===== src/rtl/oram_request_scheduler.sv =====
`default_nettype none
// +----------------------------------------------------------------------------+
// | Module      : oram_request_scheduler                                       |
// | Description : Front-end for the ORAM core. Client requests are queued in a |
// |               small FIFO and issued to the core one at a time, each as a   |
// |               single-cycle oram_input_ready pulse. The core result is      |
// |               returned to the client as a tagged valid/ready response.     |
// | Ports       : clk, rst (async, active-high)                                |
// |               req_*  : client request channel (valid/ready)                |
// |               resp_* : client response channel (valid/ready)               |
// |               oram_* : ORAM core interface                                 |
// | Options     : ORAM_DUMMY_EN - after 8 idle cycles, issue a dummy read of   |
// |               block 0 that produces no client response.                    |
// | Revision    : 1.0 - initial release                                        |
// +----------------------------------------------------------------------------+
module oram_request_scheduler #(
  parameter int D     = 4,
  parameter int A     = 2,
  parameter int DEPTH = 4,
  parameter int TAG_W = 2
) (
  input  logic             clk,
  input  logic             rst,
  input  logic             req_valid,
  output logic             req_ready,
  input  logic             req_rw,
  input  logic [D-1:0]     req_addr,
  input  logic [8*A-1:0]   req_wdata,
  input  logic [TAG_W-1:0] req_tag,
  output logic             resp_valid,
  input  logic             resp_ready,
  output logic             resp_rw,
  output logic [TAG_W-1:0] resp_tag,
  output logic [8*A-1:0]   resp_rdata,
  output logic [D-1:0]     oram_block_number,
  output logic [8*A-1:0]   oram_w_value,
  output logic             oram_rw_indicator,
  output logic             oram_input_ready,
  input  logic [8*A-1:0]   oram_r_value,
  input  logic             oram_output_ready
);

  localparam int c_DW = 8 * A;
  localparam int c_PW = $clog2(DEPTH);
  localparam int c_CW = c_PW + 1;
  localparam int c_EW = 1 + D + c_DW + TAG_W;
  localparam logic [c_CW-1:0] c_FULL = c_CW'(DEPTH);

  typedef enum logic [1:0] {
    S_IDLE  = 2'd0,
    S_ISSUE = 2'd1,
    S_WAIT  = 2'd2,
    S_RESP  = 2'd3
  } state_t;

  state_t r_state;
  state_t w_next;

  // ---------------------------------------------------------------------------
  // Request FIFO
  // ---------------------------------------------------------------------------
  logic [c_EW-1:0]  r_mem [DEPTH];
  logic [c_PW-1:0]  r_wr_ptr;
  logic [c_PW-1:0]  r_rd_ptr;
  logic [c_CW-1:0]  r_count;
  logic             w_full;
  logic             w_empty;
  logic             w_push;
  logic             w_pop;
  logic             w_head_rw;
  logic [D-1:0]     w_head_addr;
  logic [c_DW-1:0]  w_head_wdata;
  logic [TAG_W-1:0] w_head_tag;

  assign w_full    = (r_count == c_FULL);
  assign w_empty   = (r_count == '0);
  assign req_ready = !w_full;
  // A full FIFO refuses a push even when the head is popped on the same edge.
  assign w_push    = req_valid && !w_full;
  assign w_pop     = (r_state == S_IDLE) && !w_empty;

  assign {w_head_rw, w_head_addr, w_head_wdata, w_head_tag} = r_mem[r_rd_ptr];

  always_ff @(posedge clk) begin
    if (w_push) begin
      r_mem[r_wr_ptr] <= {req_rw, req_addr, req_wdata, req_tag};
    end
  end

  // Pointers are exactly log2(DEPTH) bits wide, so they wrap modulo DEPTH.
  always_ff @(posedge clk or posedge rst) begin
    if (rst) begin
      r_wr_ptr <= '0;
      r_rd_ptr <= '0;
      r_count  <= '0;
    end else begin
      if (w_push) r_wr_ptr <= r_wr_ptr + 1'b1;
      if (w_pop)  r_rd_ptr <= r_rd_ptr + 1'b1;
      case ({w_push, w_pop})
        2'b10:   r_count <= r_count + 1'b1;
        2'b01:   r_count <= r_count - 1'b1;
        default: r_count <= r_count;
      endcase
    end
  end

  // ---------------------------------------------------------------------------
  // Obliviousness padding
  // ---------------------------------------------------------------------------
  logic w_dummy_go;
  logic r_dummy;    // operation in flight is a padding read

`ifdef ORAM_DUMMY_EN
  logic [2:0] r_idle_cnt;

  // Counts completed idle cycles; the 8th consecutive one launches the dummy.
  // Any issue, or any non-idle cycle, restarts the count.
  always_ff @(posedge clk or posedge rst) begin
    if (rst) begin
      r_idle_cnt <= '0;
    end else if ((r_state == S_IDLE) && w_empty && !w_dummy_go) begin
      r_idle_cnt <= r_idle_cnt + 1'b1;
    end else begin
      r_idle_cnt <= '0;
    end
  end

  assign w_dummy_go = (r_state == S_IDLE) && w_empty && (r_idle_cnt == 3'd7);
`else
  assign w_dummy_go = 1'b0;
`endif

  // ---------------------------------------------------------------------------
  // Control FSM
  // ---------------------------------------------------------------------------
  always_ff @(posedge clk or posedge rst) begin
    if (rst) r_state <= S_IDLE;
    else     r_state <= w_next;
  end

  always_comb begin
    w_next = r_state;
    case (r_state)
      S_IDLE:  if (w_pop || w_dummy_go) w_next = S_ISSUE;
      S_ISSUE: w_next = S_WAIT;
      S_WAIT:  if (oram_output_ready) w_next = r_dummy ? S_IDLE : S_RESP;
      S_RESP:  if (resp_ready) w_next = S_IDLE;
      default: w_next = S_IDLE;
    endcase
  end

  // ---------------------------------------------------------------------------
  // Core-side and response registers
  // ---------------------------------------------------------------------------
  logic [TAG_W-1:0] r_tag;

  // The oram_* fields are loaded only when leaving IDLE, so they hold steady
  // through ISSUE and WAIT as the core requires.
  always_ff @(posedge clk or posedge rst) begin
    if (rst) begin
      oram_block_number <= '0;
      oram_w_value      <= '0;
      oram_rw_indicator <= 1'b0;
      oram_input_ready  <= 1'b0;
      r_tag             <= '0;
      r_dummy           <= 1'b0;
      resp_valid        <= 1'b0;
      resp_rw           <= 1'b0;
      resp_tag          <= '0;
      resp_rdata        <= '0;
    end else begin
      case (r_state)
        S_IDLE: begin
          if (w_pop) begin
            oram_block_number <= w_head_addr;
            oram_w_value      <= w_head_wdata;
            oram_rw_indicator <= w_head_rw;
            oram_input_ready  <= 1'b1;
            r_tag             <= w_head_tag;
            r_dummy           <= 1'b0;
          end else if (w_dummy_go) begin
            oram_block_number <= '0;
            oram_w_value      <= '0;
            oram_rw_indicator <= 1'b0;
            oram_input_ready  <= 1'b1;
            r_dummy           <= 1'b1;
          end
        end
        S_ISSUE: oram_input_ready <= 1'b0;
        S_WAIT: begin
          if (oram_output_ready && !r_dummy) begin
            resp_valid <= 1'b1;
            resp_rw    <= oram_rw_indicator;
            resp_tag   <= r_tag;
            resp_rdata <= oram_rw_indicator ? '0 : oram_r_value;
          end
        end
        S_RESP: if (resp_ready) resp_valid <= 1'b0;
        default: ;
      endcase
    end
  end

endmodule
`default_nettype wire


===== config.mk =====
export PLATFORM = sky130hd
export DESIGN_NAME = oram_request_scheduler
export DESIGN_NICKNAME = d
export VERILOG_FILES = /design/src/rtl/oram_request_scheduler.sv
export SDC_FILE = /design/constraint.sdc
export NUM_CORES = 1
export LEC_CHECK = 0
export BUFFER_PORTS_ARGS = -buffer_cell sky130_fd_sc_hd__buf_2
export CORE_MARGIN = 2
export CORE_UTILIZATION = 50
export CTS_BUF_LIST = sky130_fd_sc_hd__clkbuf_2
export CTS_CLUSTER_DIAMETER = 80
export CTS_CLUSTER_SIZE = 30
export DETAILED_ROUTE_END_ITERATION = 8
export PLACE_DENSITY_LB_ADDON = 0.2
export SLEW_MARGIN = 30
export SYNTH_ARGS = -nofsm -noshare
export SYNTH_HDL_FRONTEND = slang
export SYNTH_SLANG_ARGS = --single-unit

===== constraint.sdc =====
create_clock -name clk -period 2.5 [get_ports clk]
set_input_delay 0.5 -clock clk [delete_from_list [all_inputs] [get_ports clk]]
set_output_delay 0.5 -clock clk [all_outputs]
set_load 0.02 [all_outputs]

Word-level counts from Yosys, hierarchy flattened
Memory sizes are Yosys's and may differ from the RTL's. A register that Yosys moved wholly into a read port is not among the register bits.
Cells that the tools add are included.
- logic and storage cells: 50
- output and inout port bits: 43
- bits in latches: 0
- register bits: 30
- input port bits: 44
- memory bits (read-only): 0
- bits in writable memories: 92
- memories kept: 1
- memory list (memory ; depth ; bits a word ; rd ports ; clocked after Yosys merged registers in ; write ports ; RTL line ; text):
    r_mem ; 4 ; 23 ; 1 ; 1 ; 1 ; 62 ; logic [c_EW-1:0] r_mem [DEPTH];
- divide/modulo/power cells: 0
- muxes and demuxes: 13
- eq/ne operators: 9
- bitwise operators: 0
- add/sub/neg operators: 4
- shifts and indexed selects: 0
- multipliers: 0
- $lt $le $gt $ge: 0
- reduce and logical (&&, ||, !) cells: 14
- operator list (operator ; number):
    $mux 16 ; 1
    $pmux 2 s4 ; 1
    $eq 2x2->1 const B ; 3
    $mux 2 ; 3
    $ne 2x2->1 const B ; 3
    $pmux 3 s2 ; 1
    $reduce_and 2->1 ; 3
    $reduce_and 3->1 ; 2
    $reduce_bool 2->1 ; 3
    $mux 1 ; 5
    $add 2x1->2 const B ; 2
    $eq 2x1->1 const B ; 2
    $pmux 1 s2 ; 2
    $add 3x1->3 const B ; 1
    $eq 3x3->1 const B ; 1
    $logic_not 3->1 ; 1
    $sub 3x1->3 const B ; 1
    $logic_and 1x1->1 ; 2
    $logic_not 1->1 ; 2
    $logic_not 2->1 ; 1

Logic depth before layout (Yosys ltp)
Gate-level depths: netlist of run 1.
- depth in word-level cells: 5
- depth in mapped cells: 11
- gate-level depth less buffers: 10

Worst setup path after synthesis of run 1
Ideal clock, no wire load.
- kind: reg-to-reg
- start point: register r_state[0]
- end point: register r_count[2]
- library setup time: 0.079 ns
- required time: 2.421 ns
- cell stages (with the launch flop): 12
- arrival: 2.229 ns
- buffers on the path: 1
- setup slack: 0.192 ns
- cells stage by stage: dfrtp_1 inv_1 ha_1 o31ai_4 inv_2 clkbuf_1 ha_1 inv_1 fa_1 xor2_1 nor2_1 xor2_1
- longest elaborated chain between the ends: 4
- elaborated cells between the ends (all ways): 6
- classes of those cells: eq/ne (2); mux (1); reduce/logical (3)
- ends and longest elaborated chain (item ; RTL line ; text):
    start: declaration ; 56 ; state_t r_state;
    start signal: assignment ; 138 ; else r_state <= w_next;
    $logic_not 2->1 (*) ; 80 ; assign w_pop = (r_state == S_IDLE) && !w_empty;
    $logic_and 1x1->1 (*) ; 80 ;
    net w_pop ; 69 ; logic w_pop;
    $eq 2x1->1 / $eq 2x2->1 (equally long branches) ; 99 ; case ({w_push, w_pop})
    $pmux 3 s2 / $reduce_bool 2->1 (equally long branches) ; -- ;
    end signal: assignment ; 100 ; 2'b10: r_count <= r_count + 1'b1;
    end signal: assignment ; 101 ; 2'b01: r_count <= r_count - 1'b1;
    end signal: assignment ; 102 ; default: r_count <= r_count;
    end: declaration ; 65 ; logic [c_CW-1:0] r_count;
The timed path passes the listed nets; every way through them passes the cells marked *.
A chain may end at the register's enable or synchronous reset.

Worst setup path in the final report of run 1
- start point: register r_count[1]
- end point: output port req_ready
- longest elaborated chain between the ends: 2
- ends and longest elaborated chain (item ; RTL line ; text):
    $eq 3x3->1 ; 75 ; assign w_full = (r_count == c_FULL);
    $logic_not 1->1 ; 77 ; assign req_ready = !w_full;
    end: declaration ; 25 ; output logic req_ready,
Every way passes these cells.

==> results of run 1 <==
[cell usage in the layout (no fill, tap or decap)]
master and count:
buf_12 1, nand2b_1 16, and2_4 1, mux2_2 4
fa_1 1, a22o_1 1, clkinv_1 3, o32a_1 1
a2bb2oi_1 1, dfrtp_2 1, o21ai_0 17, dfrtp_1 52
nor2b_1 1, ha_1 9, xnor2_1 4, mux2_4 1
inv_1 9, buf_2 86, buf_4 6, nor3_1 1
clkinvlp_4 4, a21oi_1 1, nor2_1 3, nand2_1 90
bufinv_16 2, xor2_1 2, inv_2 2, dlygate4sd3_1 38
edfxtp_1 92, and3_2 4, a221oi_1 1, clkbuf_2 18
or3b_4 1, mux4_2 23, clkinv_2 4, o31ai_4 1
[worst max-delay path, delay by kind of cell, from the launching register on]
| kind | cells | cell delay [ns] |
|---|---|---|
| AND/OR/NAND/NOR | 1 | 0.46 |
| buffers and inverters | 1 | 0.18 |
| flip-flops | 1 | 0.49 |
[report_power, final]
| part | internal (mW) | leakage [nW] | switching, mW | total, mW |
|---|---|---|---|---|
| combinational | 1.22 | 1.24 | 1.62 | 2.84 |
| sequential | 3.29 | 1.50 | 0.369 | 3.66 |
| clock | 0.437 | 0.124 | 0.788 | 1.22 |
[Yosys cell counts, drive strengths merged]
master	count
inv	11
nand2b	16
dfrtp	53
xor2	2
a221oi	1
and3	4
nand2	90
a2bb2oi	1
ha	9
clkbuf	9
and2	1
buf	5
a21oi	1
a22o	1
mux2	5
o21ai	17
or3b	1
xnor2	4
nor2	3
o31ai	1
nor3	1
o32a	1
fa	1
nor2b	1
edfxtp	92
mux4	23
[metal layers]
| layer | part of all wire | vias to the layer above | GRT usage | routed length (µm) |
|---|---|---|---|---|
| met3 | 0.060 | 10 | 0.0611 | 618 |
| met5 | 0 | - | 0 | 0 |
| li1 | - | 1537 | - | - |
| met4 | 0.012 | 0 | 0.0723 | 127 |
| met1 | 0.43 | 1585 | 0.232 | 4470 |
| met2 | 0.49 | 96 | 0.302 | 5100 |
[cell type report]
class,count,area [µm²]
Clock inverter,13,121
Timing Repair Buffer,131,876
Clock buffer,18,90.1
Multi-Input combinational cell,184,1420
Tap cell,140,175
Sequential cell,145,4090
Inverter,11,41.3
Fill cell,841,4070
[through the flow]
step / setup slack (ns) / instance area, µm²
after floorplan: 0.192 / 5620
after global placement: 0.358 / 6220
after detailed placement: 0.258 / 6220
after CTS: 0.106 / 6810
after global routing: 0.0356 / 6820
final: 0.169 / 6820
[path summary, 6_finish.rpt]
check,start,endpoint,cells after the start
hold reg to reg,oram_w_value[0]$_DFFE_PP0P_,oram_w_value[0]$_DFFE_PP0P_,2
hold / removal,oram_r_value[11],resp_rdata[11]$_DFFE_PP0P_,3
max in group asynchronous,rst,r_rd_ptr[0]$_DFFE_PP0P_,4
min in group asynchronous,rst,oram_w_value[6]$_DFFE_PP0P_,4
setup reg to reg,r_count[1]$_DFFE_PP0P_,r_count[2]$_DFFE_PP0P_,9
setup / recovery,r_count[1]$_DFFE_PP0P_,req_ready,2
[cell families (layout without fill, tap and decap cells)]
group                      Yosys count  count (layout)  share of synthesized area
and+or+nand+nor                    117             117                     0.0909
adders and majority gates           10              10                     0.0236
AOI/OAI and AO/OA                   23              23                     0.0263
muxes                               28              28                      0.103
buffers and inverters               25             173                     0.0187
DFF                                145             145                      0.728
xor gates and xnor gates             6               6                    0.00936
[state kept, by name, indices dropped and copies added, names as in the netlist]
| register | cells |
|---|---|
| oram_rw_indicator | 1 |
| resp_rdata | 16 |
| resp_tag | 2 |
| oram_w_value | 16 |
| oram_input_ready | 1 |
| oram_block_number | 4 |
| r_rd_ptr | 2 |
| r_mem | 92 |
| r_wr_ptr | 2 |
| resp_rw | 1 |
| r_count | 3 |
| r_state | 2 |
| r_tag | 2 |
| resp_valid | 1 |
==> qor.csv, run 1 <==
stage,metric,value,unit
drt,dr.pass1.iters,4,
clocking,post_cts_resized,0,
timing,report.final.slew_viol_count,0,
timing,setup_viol,0,
timing,tightestPinTransition,0.712,ns
yosys,syn-num-nets,408,
worst_setup_path,arrival,1.83,ns
power,power.total,7.73,mW
yosys,synth.avg_cell_area,15.9,µm²
timing,hold_slack,0.0671,ns
global_route,grt_antenna_before_repair,0,
clocking,cts_hold_buf,37,
clocking,cts_tree,yes,
power,p_leak,2.86,nW
yosys,yosysSeqAreaShare,0.728,
clocking,insertion_delay,0.70,ns
global_route,grt_pass1_vias,3209,
worst_setup_path,cp-start-kind,flip-flop,
placed_design,placed_cells,573,
timing,tns,0,ns
floorplanning,dieArea,12100,µm²
placed_design,gp_routability_congestion,0.772,
drt,ant_nets,0,
drt,first_iter_violations,204,
worst_setup_path,critical_path_required,2.00,ns
clocking,clock_path_buffers,2,
clocking,cts.sinks,145,
placed_design,portBuffers,86,
final_layout,final_util,0.626,
drt,drt-wirelength-per-cell,16.1,µm
run,drv_cap,0,
yosys,synth_cell_types,29,
yosys,syn_area,5620,µm²
yosys,synth_top_cell_area_share,0.492,
floorplanning,row_count,38,
global_route,grt_max_degree,54,
yosys,ys_seq_elements,145,
yosys,synth_area_leader_cell,edfxtp_1,
clocking,cts_setup_buffers,0,
drt,viasPerCell,5.03,
worst_setup_path,critical_path.slowest_cell,dfrtp_1,
final_layout,final_cells,642,
worst_setup_path,crit_chain,or3b_4 -> buf_2,
yosys,synth_warnings,0,
global_route,track_usage,0.186,
outcome,status,"complete, no violations",
drt,vias,3228,
final_layout,antennaDiodeCount,0,
final_layout,num-nets-final,544,
floorplanning,io_pins,87,
drt,drc,0,
timing,finalHoldViolations,0,
placed_design,hpwl,6.14,mm
floorplanning,die_w,110,µm
floorplanning,core,10900,µm²
timing,fin_crit_sh,0.932,
power,ir_drop,0.000583,V
yosys,synth_cells,354,
timing,finalClockSkew,0.0171,ns
global_route,grt_pass1_wl,16.0,mm
worst_setup_path,crit_type,reg -> out,
hold_path,hp-class,in -> reg,
floorplanning,initial_utilization,0.516,
floorplanning,die_y,110,µm
clocking,numCtsBuffers,17,
drt,drt_wl_total,10.3,mm
yosys,synth_area_leaders,"edfxtp_1, dfrtp_1, mux4_2",
clocking,htree_levels,4,
worst_setup_path,crit_fanout,6,
timing,timing.fmax,429,MHz
worst_setup_path,worst_path_largest_cell_delay,0.49,ns
clocking,cts_root_buffer,clkbuf_2,
power,p_per_area,1130,nW/µm²
global_route,grt_overflow_total,0,
timing,fin_crit,2.33,ns
worst_setup_path,endpoint_kind,output pin,
timing,grt_setup_unrepaired,no,
clocking,path_clk_slew,0.19,ns
final_layout,syn_to_final_growth,21.4,%
final_layout,drive_above_1_share,0.317,
worst_setup_path,r2r_slack,0.18,ns
timing,slew_headroom,0.526,
Note: power is estimated with default switching activity, not from simulation.
==> run 2, diff against run 1 <==
- CORE_UTILIZATION: 50 -> 58
- GPL_TIMING_DRIVEN: not set -> 0
==> qor.csv, run 2 (synthesis gave the netlist of run 1 again) <==
stage,metric,value,unit,change
outcome,status,"complete, no violations",,
global_route,grt_pass1_vias,3215,,+0.19%
drt,dr.pass1.iters,4,,unchanged
worst_setup_path,critical_path_required,3.03,ns,+1.03 ns
drt,viasPerCell,5.17,,+2.7%
worst_setup_path,cp-start-kind,flip-flop,,
worst_setup_path,r2r_cells,8,,-1
clocking,cts_root_buffer,clkbuf_2,,
floorplanning,dieArea,10500,µm²,-13%
final_layout,drive_above_1_share,0.323,,+0.00656
final_layout,num-nets-final,539,,-0.92%
drt,drt-wirelength-per-cell,16.0,µm,-0.44%
final_layout,final_cells,627,,-2.3%
timing,grt_setup_unrepaired,no,,
final_layout,antennaDiodeCount,0,,unchanged
worst_setup_path,cp_num_buf_inv,2,,+1
global_route,grt_antenna_before_repair,0,,unchanged
worst_setup_path,crit_chain,o31ai_4 -> clkinv_4 -> ha_1 -> inv_1 -> fa_1 -> xor2_1 -> nor2_1 -> xor2_1,,
clocking,cts_tree,yes,,
final_layout,multi_input_area,1420,µm²,unchanged
worst_setup_path,endpoint_kind,flip-flop,,
timing,finalClockSkew,0.0349,ns,+0.0178 ns
clocking,cts.sinks,145,,unchanged
floorplanning,die_w,102,µm,-6.9%
final_layout,largest_reg_flops,92,,unchanged
timing,fin_ws,0.163,ns,-0.00566 ns
final_layout,syn_to_final_growth,20.0,%,
timing,finalHoldViolations,0,,unchanged
final_layout,nFillCells,604,,-28%
final_layout,largest_register,r_mem,,
drt,ant_nets,0,,unchanged
floorplanning,io_pins,87,,unchanged
floorplanning,die_y,102,µm,-6.9%
worst_setup_path,critical_path.slowest_cell,o31ai_4,,
timing,tightestPinTransition,0.671,ns,-0.0407 ns
final_layout,final_cell_mix,"edfxtp_1, nand2_1, buf_2",,
worst_setup_path,path_common_cell,xor2_1,,
run,drv_cap,0,,unchanged
worst_setup_path,r2r-start,r_count[1]$_DFFE_PP0P_,,
floorplanning,initial_utilization,0.602,,+0.0863
worst_setup_path,arrival,2.87,ns,+1.04 ns
global_route,track_usage,0.207,,+0.0212
worst_setup_path,r2r_slack,0.16,ns,-0.02 ns
timing,setup_viol,0,,unchanged
timing,fin_crit,2.34,ns,+0.00566 ns
clocking,htree_levels,4,,unchanged
worst_setup_path,crit_fanout,16,,+10
placed_design,portBuffers,86,,unchanged
drt,first_iter_violations,137,,-33%
placed_design,pre_cts_ws,-0.267,ns,-0.525 ns
final_layout,reg_top3,"r_mem x92, oram_w_value x16, resp_rdata x16",,
clocking,clock_path_buffers,2,,unchanged
power,p_per_area,1170,nW/µm²,+2.8%
final_layout,seq_area,4090,µm²,about the same
global_route,grt_pass1_wl,15.8,mm,-1.6%
placed_design,gp_routability_congestion,0.694,,-10%
hold_path,hp-class,in -> reg,,
drt,drc,0,,unchanged
global_route,grt_max_degree,44,,-19%
worst_setup_path,crit_type,reg -> reg,,
worst_setup_path,worst_path_largest_cell_delay,0.57,ns,+0.08 ns
clocking,path_clk_slew,0.22,ns,+0.03 ns
hold_path,worstHoldStart,oram_r_value[12],,
placed_design,hpwl,6.23,mm,+1.5%
power,ir_drop,0.000522,V,-10%
worst_setup_path,crit_family,compound AO/OA/AOI/OAI gates,,
timing,slew_headroom,0.553,,+0.0271
worst_setup_path,reg2reg_to,r_count[2]$_DFFE_PP0P_,,
clocking,numCtsBuffers,17,,unchanged
final_layout,final_common_cell,edfxtp_1,,
floorplanning,row_count,35,,-7.9%
global_route,grt_overflow_total,0,,unchanged
floorplanning,core,9330,µm²,-14%
timing,report.final.slew_viol_count,0,,unchanged
drt,drt_wl_total,10.0,mm,-2.8%
clocking,insertion_delay,0.65,ns,-0.05 ns
hold_path,holdPathEnd,resp_rdata[12]$_DFFE_PP0P_,,
placed_design,placed_cells,570,,-0.52%
timing,timing.fmax,428,MHz,-0.24%
drt,vias,3239,,+0.34%
power,p_leak,2.84,nW,-0.58%
timing,fin_crit_sh,0.935,,+0.00226
hold_path,holdPathStages,3,,unchanged
## run 2: timing repair
| action | 4_1_cts | 5_1_grt |
|---|---|---|
| cloned | 0 | 0 |
| gates resized for setup | 0 | 3 |
| pin swaps | 0 | 0 |
| setup endpoints to repair | 2 | 1 |
| hold endpoints to repair | 103 | 22 |
| hold buffers | 18 | 8 |
| setup buffers | 0 | 0 |
## run 2: worst max-delay path by stage
| stage | to | cells after the start | startpoint | slack [ns] |
|---|---|---|---|---|
| 2_1_floorplan | r_count[2]$_DFFE_PP0P_ | 11 | r_state[0]$_DFFE_PP0P_ | 0.19 |
| 4_1_cts | r_count[2]$_DFFE_PP0P_ | 10 | r_state[0]$_DFFE_PP0P_ | 0.02 |
| 5_1_grt | r_count[2]$_DFFE_PP0P_ | 8 | r_count[1]$_DFFE_PP0P_ | 0.04 |
| 3_3_place_gp | r_count[2]$_DFFE_PP0P_ | 11 | r_state[0]$_DFFE_PP0P_ | -0.17 |
| 6_report | r_count[2]$_DFFE_PP0P_ | 8 | r_count[1]$_DFFE_PP0P_ | 0.16 |
| 3_5_place_dp | r_count[2]$_DFFE_PP0P_ | 11 | r_state[0]$_DFFE_PP0P_ | -0.27 |
## run 2: stage by stage
step	power [mW]	TNS, ns	utilization	hold WS (ns)	instance area (µm²)
final	7.86	0	0.722	0.0812	6740
after global routing	8.41	0	0.722	0.00479	6740
after CTS	7.93	0	0.713	0.00152	6650
after detailed placement	6.56	-0.338	0.668	0.419	6230
after global placement	6.44	-0.172	0.665	0.452	6210
after floorplan	5.68	0	-	0.442	5620
## run 2: worst reg2reg max path, stage by stage, from the launching register on
cell and delay [ns]:
dfrtp_1 0.49, o31ai_4 0.57, clkinv_4 0.28, ha_1 0.29, inv_1 0.07, fa_1 0.18
xor2_1 0.14, nor2_1 0.06, xor2_1 0.14
## run 2: layout make-up
type                       count  share of cell area
sequential                   145               0.607
multi-input combinational    184               0.211
timing repair buffer         113               0.105
tap                          129              0.0240
clock inverter                11              0.0210
clock buffer                  21              0.0156
buffer                        13             0.00891
inverter                      11             0.00724
## run 2: layer usage
layer / up-vias / share of wire / global-route usage
met4: 0 / 0.0086 / 0.0667
met2: 118 / 0.49 / 0.339
li1: 1530 / - / -
met3: 9 / 0.067 / 0.0691
met5: - / 0 / 0
met1: 1582 / 0.43 / 0.265
## run 2: power by group
part / total (mW) / internal (mW) / leakage, nW / switching, mW
registers: 3.60 / 3.29 / 1.50 / 0.311
logic: 2.89 / 1.20 / 1.19 / 1.70
clock network: 1.37 / 0.570 / 0.155 / 0.795
